File: config.mk
export PLATFORM = sky130hd
export DESIGN_NAME = nes_joypad_responder
export DESIGN_NICKNAME = d
export VERILOG_FILES = /design/src/rtl/nes_joypad_responder.sv
export SDC_FILE = /design/constraint.sdc
export NUM_CORES = 1
export LEC_CHECK = 0
export ABC_AREA = 1
export CAP_MARGIN = 20
export CORE_MARGIN = 2
export CORE_UTILIZATION = 30
export CTS_CLUSTER_DIAMETER = 200
export DETAILED_ROUTE_END_ITERATION = 12
export SYNTH_ARGS = -nofsm -noshare
export SYNTH_HDL_FRONTEND = slang
export SYNTH_SLANG_ARGS = --single-unit
File: constraint.sdc
create_clock -name clock -period 2.1 [get_ports clock]
set_clock_uncertainty 0.15 [all_clocks]
set_input_delay 0.42 -clock clock [delete_from_list [all_inputs] [get_ports clock]]
set_output_delay 0.42 -clock clock [all_outputs]
set_load 0.005 [all_outputs]
File: src/rtl/nes_joypad_responder.sv
// NES controller responder: synchronizes the console latch/clock lines and shifts out an
// active-low button report. Define JOYPAD_TURBO_EN to enable A/B autofire.
module nes_joypad_responder (
    input  logic       clock,
    input  logic       reset_n,
    input  logic [7:0] buttons,
    input  logic       turbo_a,
    input  logic       turbo_b,
    input  logic       joy_strobe,
    input  logic       joy_clock,
    output logic       joy_data,
    output logic [3:0] shift_count,
    output logic       polled
);

    logic [1:0] strobe_sync_reg;
    logic [1:0] clk_sync_reg;
    logic       strobe_dly_reg;
    logic       clk_dly_reg;
    logic [7:0] btn_meta_reg;
    logic [7:0] btn_sync_reg;
    logic [7:0] sr_reg;
    logic [3:0] count_reg;
    logic [7:0] eff;
    logic       strobe_now;
    logic       strobe_fall;
    logic       clk_rise;

    always_ff @(posedge clock or negedge reset_n) begin
        if (!reset_n) begin
            strobe_sync_reg <= 2'b00;
            clk_sync_reg    <= 2'b00;
            strobe_dly_reg  <= 1'b0;
            clk_dly_reg     <= 1'b0;
            btn_meta_reg    <= 8'h00;
            btn_sync_reg    <= 8'h00;
        end else begin
            strobe_sync_reg <= {strobe_sync_reg[0], joy_strobe};
            clk_sync_reg    <= {clk_sync_reg[0], joy_clock};
            strobe_dly_reg  <= strobe_sync_reg[1];
            clk_dly_reg     <= clk_sync_reg[1];
            btn_meta_reg    <= buttons;
            btn_sync_reg    <= btn_meta_reg;
        end
    end

    assign strobe_now  = strobe_sync_reg[1];
    assign strobe_fall = strobe_dly_reg & ~strobe_sync_reg[1];
    assign clk_rise    = clk_sync_reg[1] & ~clk_dly_reg;
    assign polled      = strobe_fall;

`ifdef JOYPAD_TURBO_EN
    logic [1:0] turbo_meta_reg;
    logic [1:0] turbo_sync_reg;
    logic [1:0] phase_reg;

    // Phase advances once per poll: phases 0,1 report turbo as pressed, 2,3 as released.
    always_ff @(posedge clock or negedge reset_n) begin
        if (!reset_n) begin
            turbo_meta_reg <= 2'b00;
            turbo_sync_reg <= 2'b00;
            phase_reg      <= 2'd0;
        end else begin
            turbo_meta_reg <= {turbo_b, turbo_a};
            turbo_sync_reg <= turbo_meta_reg;
            if (strobe_fall) begin
                phase_reg <= phase_reg + 2'd1;
            end
        end
    end
`else
    logic unused_turbo;
    assign unused_turbo = turbo_a ^ turbo_b;
`endif

    always_comb begin
        eff = btn_sync_reg;
        // Opposing directions cancel so games never see an impossible D-pad state.
        if (btn_sync_reg[7] & btn_sync_reg[6]) begin
            eff[7:6] = 2'b00;
        end
        if (btn_sync_reg[5] & btn_sync_reg[4]) begin
            eff[5:4] = 2'b00;
        end
`ifdef JOYPAD_TURBO_EN
        eff[0] = btn_sync_reg[0] | (turbo_sync_reg[0] & ~phase_reg[1]);
        eff[1] = btn_sync_reg[1] | (turbo_sync_reg[1] & ~phase_reg[1]);
`endif
    end

    // The falling-edge cycle reloads once more, so the frozen report matches that cycle's eff.
    always_ff @(posedge clock or negedge reset_n) begin
        if (!reset_n) begin
            sr_reg    <= 8'hFF;
            count_reg <= 4'd0;
            joy_data  <= 1'b1;
        end else begin
            if (strobe_now || strobe_fall) begin
                sr_reg    <= ~eff;
                count_reg <= 4'd0;
            end else if (clk_rise) begin
                sr_reg <= {1'b0, sr_reg[7:1]};
                if (count_reg != 4'd8) begin
                    count_reg <= count_reg + 4'd1;
                end
            end
            joy_data <= sr_reg[0];
        end
    end

    assign shift_count = count_reg;

endmodule

==> impl_metrics.toml <==
[critical_path]
critical_path_buf_inv_count = 1
worst_r2r_startpoint = "strobe_dly_reg$_DFF_PN0_"
crit_family = "buffers and inverters"
critical_path_cell_sequence = "nor2_1 > clkdlybuf4s50_1"
critPathMaxStageDelay_ps = 500
worst_setup_path_end_kind = "output port"
worst-endpoint-required_ps = 1530
crit_slowest_cell = "sky130_fd_sc_hd__clkdlybuf4s50_1"
worstPathArrival_ps = 1290
startpoint_type_of_the_worst_setup_path = "flop"
cp_max_fo = 3
critPathKind = "reg -> out"
crit_path_start = "strobe_sync_reg[1]$_DFF_PN0_"

[sta]
worst_pin_slew_ps = 422
timing.final.crit_period_ps = 1860
maxClockFrequency_ghz = 0.539
finalHoldViolCount = 0
slew-limit-headroom_pct = 71.9
grt_setup_unrepaired = "false"
post-route-worst-setup-slack_ps = 244
final-setup-viol-count = 0
setup_total_negative_slack_ps = 0
final_min_period_over_clock_period_pct = 88.4
final_max_slew_viol_count = 0

[drt]
routed_wl_um = 1730
drt-initial-drc-count = 33
routed_via_density = 4.01
dr_total_vias = 745
dr.pass1.iters = 4
drc = 0
wl_per_cell_um = 9.30
detail-route-antenna-nets = 0

[power]
share_seq_of_total_power_pct = 55.5
switching_share_pct = 20.1
p_clk_share_pct = 38.4
irDropWorstVdd_mv = 0.467
static-leakage-power_uw = 0.000743
cell_internal_pwr_uw = 1070
p_comb_share_pct = 6.1
pwr_density_cell_nw_per_um2 = 838
totalPowerFinal_uw = 1330
power_switching_uw = 267

[finish]
layout.cells.most_common = "sky130_fd_sc_hd__nand2_1"
flow.area_growth_from_synthesis_pct = 26.8
top_library_cells_by_usage_in_the_layout_fill_and_taps_aside = "30 x sky130_fd_sc_hd__nand2_1, 26 x sky130_fd_sc_hd__dfrtp_1, 17 x sky130_fd_sc_hd__clkdlybuf4s50_1, 12 x sky130_fd_sc_hd__inv_1, 11 x sky130_fd_sc_hd__nand3_1"
final_core_utilization_pct = 39.8
final_net_count = 151
layout_cells_sized_above_1_pct = 20.6
insertedDiodeCount = 0

[synth]
synth_top_area_cell = "sky130_fd_sc_hd__dfrtp_1"
mappedNetlistArea_um2 = 1250
synth_sequential_area_ratio_pct = 70.8
gate_count_after_technology_mapping = 110
synth_top_cells_by_area = "sky130_fd_sc_hd__dfrtp_1 52%, sky130_fd_sc_hd__dfstp_2 19%, sky130_fd_sc_hd__nand2_1 9.0%"
syn-mean-instance-area_um2 = 11.4
synth_cell_types = 18
ys_ff_latch = 35
synth.net_count = 126
synth_top_area_share_pct = 51.9
ys.warnings.count = 0

[hold_path]
worst_hold_path_type = "reg -> reg"
hold_path.startpoint = "btn_meta_reg[7]$_DFF_PN0_"

[floorplanning]
core-area_um2 = 4000
die_height_um = 68.6
row_count = 23
start_util_pct = 31.3
die_width_um = 68.6
die-area_um2 = 4710
ios = 20

[clock_tree]
cts_repair_resize_count = 0
cts_buffer_depth = 2
cts.sinks = 35
worst_setup_hold_path_clk_slew_ps = 60
htreeDepth = 2
clockRootBuffer = "sky130_fd_sc_hd__clkbuf_8"
post_cts_hold_buffer_count = 0
insertion_delay_ps = 280
cts_setup_buffers = 0
clock_tree_from_tritoncts = "yes"
numCtsBuffers = 5

[global_route]
grt_pass1_vias = 760
grt_pass1_wl_um = 3240
groute.usage.overall_pct = 9.48
grt_start_max_net_pins = 36
grt.overflow.total = 0
antenna_found_initial = 0

[run]
cap_violations = 0

[placed_design]
dp.final_hpwl_um = 1180
post-place-ws_ps = 528
gp_routability_congestion = 0.709
numPortBuffers = 17

[run_status]
status = "finished clean"
[synth_stat cells (all sizes together)]
library cell	instances
nand2	32
dfrtp	26
inv	13
nand3	11
dfstp	9
nor2	4
or2	4
nand4	3
ha	2
o21ai	2
a21o	1
a21oi	1
buf	1
xor2	1
[through the flow]
| step | cells | cell area (um^2) | hold WS, ps |
|---|---|---|---|
| global placement | 178 | 1490 | 182 |
| finish | 186 | 1590 | 198 |
| floorplan | 110 | 1250 | -25.6 |
| CTS | 186 | 1590 | 199 |
| detailed placement | 178 | 1490 | 185 |
| global route | 186 | 1590 | 204 |
[cell type report]
type,instances,area (um^2)
Timing Repair Buffer,19,185
Inverter,13,48.8
Tap cell,50,62.6
Clock buffer,8,100
Sequential cell,35,887
Fill cell,386,2410
Multi-Input combinational cell,61,307
[logic make-up after synthesis]
kind of cell | count (synthesis) | synth area share [%]
buffers and inverters | 14 | 4.79
DFF | 35 | 70.8
and+or+nand+nor | 54 | 19.9
AOI/OAI and AO/OA | 4 | 1.90
xor gates and xnor gates | 1 | 0.699
adders and majority gates | 2 | 2.00
[final timing paths]
kind,to,slack [ps],cells after the start
min in group asynchronous,btn_sync_reg[0]$_DFF_PN0_,400,2
worst min register to register,btn_sync_reg[7]$_DFF_PN0_,200,0
worst max register to register,sr_reg[3]$_DFFE_PN1P_,710,6
worst max-delay path,polled,240,2
max in group asynchronous,sr_reg[3]$_DFFE_PN1P_,1070,2
worst min-delay path,btn_sync_reg[7]$_DFF_PN0_,200,0
[routing by layer]
layer	global-route usage [%]	routed length (um)	up-vias
met4	3.75	10	0
met2	14.1	805	19
met5	0	0	-
met3	4.38	112	2
li1	-	-	389
met1	12.0	801	335
[worst reg2reg max path, stage by stage, from the launching register on]
cell,delay [ps]
sky130_fd_sc_hd__dfrtp_1,400
sky130_fd_sc_hd__nor2_2,100
sky130_fd_sc_hd__buf_4,180
sky130_fd_sc_hd__inv_1,100
sky130_fd_sc_hd__nor2_2,230
sky130_fd_sc_hd__nand2_1,90
sky130_fd_sc_hd__nand3_1,80
[power groups by stage]
stage | clock network (uW) | registers [uW] | logic (uW)
2_1_floorplan | 0 | 748 | 36.7
3_3_place_gp | 0 | 750 | 81.6
3_5_place_dp | 0 | 752 | 84.2
4_1_cts | 531 | 740 | 84.4
5_1_grt | 557 | 744 | 95.9
6_report | 511 | 740 | 81.7
(Power assumes the default switching activity.)
